`src/rtl/ninjakun_slot_sched.sv`:
```
// rtl/ninjakun_slot_sched.sv - 16-phase slot scheduler sharing one RAM between video and two CPUs
// Optional macro NINJAKUN_SCHED_FIXPRIO_EN: CPU0 always wins conflicts, no round-robin pointer.
module ninjakun_slot_sched #(
  parameter int AW = 11,
  parameter int DW = 8
) (
  input  logic          MCLK,
  input  logic          RESETn,
  output logic [3:0]    PHASE,
  output logic          CE24,
  output logic          CE12,
  output logic          CE6,
  output logic          CE3,
  input  logic [AW-1:0] VID_ADDR,
  output logic [DW-1:0] VID_DATA,
  output logic          VID_VALID,
  input  logic          CPU0_REQ,
  input  logic          CPU0_WE,
  input  logic [AW-1:0] CPU0_ADDR,
  input  logic [DW-1:0] CPU0_WDATA,
  output logic          CPU0_ACK,
  output logic [DW-1:0] CPU0_RDATA,
  input  logic          CPU1_REQ,
  input  logic          CPU1_WE,
  input  logic [AW-1:0] CPU1_ADDR,
  input  logic [DW-1:0] CPU1_WDATA,
  output logic          CPU1_ACK,
  output logic [DW-1:0] CPU1_RDATA,
  output logic [AW-1:0] RAM_ADDR,
  output logic          RAM_WE,
  output logic [DW-1:0] RAM_WDATA,
  input  logic [DW-1:0] RAM_RDATA
);

  logic [3:0]    phase;
  logic          started;
  logic          slot_v;
  logic          slot_c;

  logic          vid_s1;
  logic          vid_s2;

  logic [1:0]    cand;
  logic          grant_any;
  logic          grant_id;
  logic          sel_we;
  logic [AW-1:0] sel_addr;
  logic [DW-1:0] sel_wdata;

  logic          cpu_s1;
  logic          cpu_s2;
  logic          cpu_id1;
  logic          cpu_id2;
  logic          cpu_we1;
  logic          cpu_we2;
  logic [1:0]    in_flight;

`ifndef NINJAKUN_SCHED_FIXPRIO_EN
  logic          rr_last;
`endif

  assign PHASE = phase;
  assign CE24  = phase[0];
  assign CE12  = &phase[1:0];
  assign CE6   = &phase[2:0];
  assign CE3   = &phase;

  // The P=0 slot of the reset-release cycle is skipped, so video starts at P=4.
  assign slot_v = started && (phase[1:0] == 2'd0);
  assign slot_c = (phase[1:0] == 2'd2);

  always_comb begin
    cand      = 2'b00;
    grant_any = 1'b0;
    grant_id  = 1'b0;
    if (slot_c) begin
      cand = {CPU1_REQ & ~in_flight[1], CPU0_REQ & ~in_flight[0]};
    end
    grant_any = |cand;
`ifdef NINJAKUN_SCHED_FIXPRIO_EN
    grant_id = ~cand[0];
`else
    if (&cand) begin
      grant_id = ~rr_last;
    end else begin
      grant_id = ~cand[0];
    end
`endif
  end

  assign sel_we    = grant_id ? CPU1_WE    : CPU0_WE;
  assign sel_addr  = grant_id ? CPU1_ADDR  : CPU0_ADDR;
  assign sel_wdata = grant_id ? CPU1_WDATA : CPU0_WDATA;

  always_ff @(posedge MCLK) begin
    if (!RESETn) begin
      phase   <= 4'd0;
      started <= 1'b0;
    end else begin
      phase   <= phase + 4'd1;
      started <= 1'b1;
    end
  end

  // RAM port: video address in V+1, granted CPU access in C+1, strobe low otherwise.
  always_ff @(posedge MCLK) begin
    if (!RESETn) begin
      RAM_ADDR  <= '0;
      RAM_WE    <= 1'b0;
      RAM_WDATA <= '0;
    end else begin
      RAM_WE <= 1'b0;
      if (slot_v) begin
        RAM_ADDR <= VID_ADDR;
      end else if (grant_any) begin
        RAM_ADDR  <= sel_addr;
        RAM_WDATA <= sel_wdata;
        RAM_WE    <= sel_we;
      end
    end
  end

  always_ff @(posedge MCLK) begin
    if (!RESETn) begin
      vid_s1    <= 1'b0;
      vid_s2    <= 1'b0;
      VID_VALID <= 1'b0;
      VID_DATA  <= '0;
    end else begin
      vid_s1    <= slot_v;
      vid_s2    <= vid_s1;
      VID_VALID <= vid_s2;
      if (vid_s2) begin
        VID_DATA <= RAM_RDATA;
      end
    end
  end

  always_ff @(posedge MCLK) begin
    if (!RESETn) begin
      cpu_s1     <= 1'b0;
      cpu_s2     <= 1'b0;
      cpu_id1    <= 1'b0;
      cpu_id2    <= 1'b0;
      cpu_we1    <= 1'b0;
      cpu_we2    <= 1'b0;
      CPU0_ACK   <= 1'b0;
      CPU1_ACK   <= 1'b0;
      CPU0_RDATA <= '0;
      CPU1_RDATA <= '0;
    end else begin
      cpu_s1   <= grant_any;
      cpu_id1  <= grant_id;
      cpu_we1  <= sel_we;
      cpu_s2   <= cpu_s1;
      cpu_id2  <= cpu_id1;
      cpu_we2  <= cpu_we1;
      CPU0_ACK <= cpu_s2 && !cpu_id2;
      CPU1_ACK <= cpu_s2 && cpu_id2;
      if (cpu_s2 && !cpu_we2 && !cpu_id2) begin
        CPU0_RDATA <= RAM_RDATA;
      end
      if (cpu_s2 && !cpu_we2 && cpu_id2) begin
        CPU1_RDATA <= RAM_RDATA;
      end
    end
  end

  // A requester stays out of arbitration from its grant until the end of its ACK cycle.
  always_ff @(posedge MCLK) begin
    if (!RESETn) begin
      in_flight <= 2'b00;
    end else begin
      if (grant_any && !grant_id) begin
        in_flight[0] <= 1'b1;
      end else if (CPU0_ACK) begin
        in_flight[0] <= 1'b0;
      end
      if (grant_any && grant_id) begin
        in_flight[1] <= 1'b1;
      end else if (CPU1_ACK) begin
        in_flight[1] <= 1'b0;
      end
    end
  end

`ifndef NINJAKUN_SCHED_FIXPRIO_EN
  always_ff @(posedge MCLK) begin
    if (!RESETn) begin
      rr_last <= 1'b1;
    end else if (grant_any) begin
      rr_last <= grant_id;
    end
  end
`endif

endmodule
```
`config.mk`:
```
export PLATFORM = sky130hd
export DESIGN_NAME = ninjakun_slot_sched
export DESIGN_NICKNAME = d
export VERILOG_FILES = /design/src/rtl/ninjakun_slot_sched.sv
export SDC_FILE = /design/constraint.sdc
export NUM_CORES = 1
export LEC_CHECK = 0
export CAP_MARGIN = 30
export CORE_AREA = 2 2 102 104
export CTS_BUF_LIST = sky130_fd_sc_hd__clkbuf_16
export DETAILED_ROUTE_END_ITERATION = 8
export DIE_AREA = 0 0 104 106
export SYNTH_ARGS = -nofsm -noshare
export SYNTH_HDL_FRONTEND = slang
export SYNTH_SLANG_ARGS = --single-unit
export TNS_END_PERCENT = 20
```
`constraint.sdc`:
```
create_clock -name MCLK -period 1.9 [get_ports MCLK]
set_clock_uncertainty 0.2 [all_clocks]
set_input_delay 0.285 -clock MCLK [delete_from_list [all_inputs] [get_ports MCLK]]
set_output_delay 0.285 -clock MCLK [all_outputs]
set_load 0.01 [all_outputs]
```
==> run metrics <==
Detail Placement HPWL 4620 µm; Num CTS Buffers 9; Final Non-Filler Cells 514; post-DR wirelength/cell 12.6 µm; Design Power 3780 µW; most used routing layer met2; GRT Util Overall 12.4%; Fin. Hold Viols 0; Max Cap Viol 0; core area 10000 µm²; Die Area 11,000 µm²; CTS tree built; post-place setup slack -129 ps; DIE HEIGHT 106 µm; final core occ 42.6%; area of the multi-input gates 1150 µm²; Post-CTS Setup Repair Bufs 0; GR Overflow Total 0; Pleak 0.00160 µW; first-pass GRT wire length 10,800 µm; CP arrival 1310 ps; Worst setup EP type primary output; XOR/XNOR Fraction of Synth Area 0.344%; Die X 104 µm; Worst-path clk slew 50 ps; Mapped Cells 251; Reg area 1260 µm²; CP Max Fanout 5; Synth Cell Area 2540 µm²; net count after synthesis 318; Tmin final 1790 ps; Via density 4.17; Synth Area in Simple Gates 18.9%; slowest stage delay, CP 340 ps; met2 global-route usage 22.2%; clk sinks 63; CP cell instances ha_2 -> ha_1 -> dlygate4sd2_1; IO Pins 118; Vias 2,141; Final setup viols 0; synthesis-to-layout area growth 67.5%; VDD IR max 327 µV; I/O Buffers 117; CP required 1410 ps; worst setup path class reg2out; Final nets 440; post-synthesis sequential element count 63; vias in the first global route 2,224; Placement Rows 37; DRT iter0 DRCs 51; initial antenna violation count 0; placed inst area 3920 µm²; multiplexer share of the synthesized area 14.2%; Total Wirelength 6500 µm; hold_buf cts 0; CTS max path bufs 2; DRT Pass-1 Iters 4; Final Max Slew Viols 0; met3 Use GR 3.56%; Max H-tree Level 3; Max Fclk 0.557 GHz; worst-margin pin slew 554 ps; clk_lat worst skew 320 ps; gpl congestion 0.694; layout cell share with drive strength beyond 1 10.1%; slew margin rel. 63.0%; Distinct cells, synth 31; internal reg-to-reg setup slack 110 ps; post-route cell area 4260 µm²; status complete, no violations; ant diodes 0; Slowest-stage cell, CP dfxtp_2; Routed Antenna Nets 0; power per cell area 887 nW/µm²; largest net degree at the start of global routing 27; M1 GR Usage 13.7%; placed cell count 498; Yosys warning count 0; Post-Synth Adder-Cell Area 1.97%; initial core utilization 25.4%; hold crit path type reg2reg; sequential area share after synthesis 49.6%; largest family of logic cells by synthesized area simple AND/OR/NAND/NOR gates; setup ws final 105 ps; Avg Inst Size Synth 10.1 µm²; clock root cell clkbuf_16; fill cell count 1,014; RSZ-0062 raised after global routing false; # DRC 0; Worst Setup Start Kind flop; fraction of the mapped netlist area in compound gates 9.54%; Final Cycle Share 94.5%
==> cell usage after synthesis <==
cell type  count  area (µm²)
a21boi_0       1        7.51
a21oi_1        1        5.00
a21oi_2        1        8.76
a221oi_4       1        26.3
a31oi_1        8        50.1
and2_1        10        62.6
and3_1         3        18.8
and3b_1        1        8.76
buf_2          7        35.0
buf_4          1        7.51
buf_6          2        22.5
clkbuf_1       6        22.5
dfxtp_1       63        1260
ha_1           4        50.1
inv_1         14        52.6
mux2i_1       36         360
nand2_1       30         113
nand2b_1       1        6.26
nand2b_4       2        27.5
nand3_1        2        10.0
nand3b_1       3        22.5
nor2_1         1        3.75
nor2_2         1        6.26
nor2b_1       28         175
nor3b_1        1        7.51
nor3b_2        1        12.5
o21ai_0        8        40.0
o21ai_2        1        8.76
o221ai_1      11        96.3
or2_2          1        6.26
xnor2_1        1        8.76
==> repair_timing <==
action | in CTS | in global routing
endpoints found under the hold margin | 0 | 0
gates resized for setup | 6 | 0
setup endpoints to repair | 3 | 0
==> metrics by stage <==
step | setup TNS (ps) | hold slack [ps]
global placement | -184 | 221
floorplan | 0 | 113
CTS | 0 | 232
detailed placement | -626 | 219
finish | 0 | 230
global route | 0 | 246
==> sequential cells by signal, summed over array words and instances, names as in the netlist <==
| name | cells |
|---|---|
| started | 1 |
| VID_VALID | 1 |
| in_flight | 2 |
| cpu_id1 | 1 |
| rr_last | 1 |
| RAM_ADDR | 11 |
| cpu_id2 | 1 |
| RAM_WDATA | 8 |
| cpu_we2 | 1 |
| CPU0_RDATA | 8 |
| CPU1_RDATA | 8 |
| CPU1_ACK | 1 |
| cpu_s2 | 1 |
| PHASE | 4 |
| cpu_s1 | 1 |
| RAM_WE | 1 |
| vid_s2 | 1 |
| cpu_we1 | 1 |
| CPU0_ACK | 1 |
| VID_DATA | 8 |
| vid_s1 | 1 |
==> worst max-delay path: cells and delay by family (launching register included) <==
kind	cells	cell delay (ps)
buf+inv	1	280
flops	1	340
fa+ha+maj	2	370
==> kinds of logic (layout without fill, tap and decap cells) <==
kind of cell	after synthesis	after routing
AOI/OAI and AO/OA	32	32
xor gates and xnor gates	1	1
adders and majority gates	4	4
buffers and inverters	30	157
DFF	63	63
muxes	36	36
and+or+nand+nor	85	85
==> metal layers <==
metal,routed length (µm),vias up
li1,-,1095
met1,2790,980
met2,3280,59
met3,355,7
met4,70,0
met5,0,-
==> layout make-up <==
| class | instances | share of cell area, % |
|---|---|---|
| inverters | 14 | 1.23 |
| multi-input cells | 158 | 27.0 |
| flip-flops and latches | 63 | 29.7 |
| clock inverters | 7 | 2.82 |
| repair buffers | 127 | 30.0 |
| clock buffers | 9 | 5.28 |
| well taps | 136 | 3.99 |
==> power breakdown <==
group	leakage, µW	total (µW)	internal [µW]	switching [µW]
Combinational	0.000925	473	296	177
Clock	0.000166	1880	1280	598
Sequential	0.000513	1420	1380	39.3
==> cell usage in the layout (no fill, tap or decap), types with 2 or more instances in the layout <==
cell type        count
and3_1               3
clkbuf_16            9
clkdlybuf4s50_1    114
dfxtp_2              2
a31oi_1              8
o21ai_0              8
nand3_1              2
nand2b_4             2
bufinv_16            3
inv_1               14
nor2b_1             28
nand2_1             30
buf_12               3
ha_1                 3
dfxtp_1             61
nor3b_2              2
o221ai_1            11
buf_4                7
and2_1              10
mux2i_1             36
nand3b_1             3
dlygate4sd2_1        3
==> worst paths after layout <==
check	startpoint	to	cells after the start
setup / recovery	PHASE[1]$_SDFF_PN0_	CE6	3
hold reg to reg	cpu_we1$_SDFF_PN0_	cpu_we2$_SDFF_PN0_	1
setup reg to reg	PHASE[0]$_SDFF_PN0_	RAM_WE$_SDFF_PP0_	7
hold / removal	cpu_we1$_SDFF_PN0_	cpu_we2$_SDFF_PN0_	1
(Power assumes the default switching activity.)
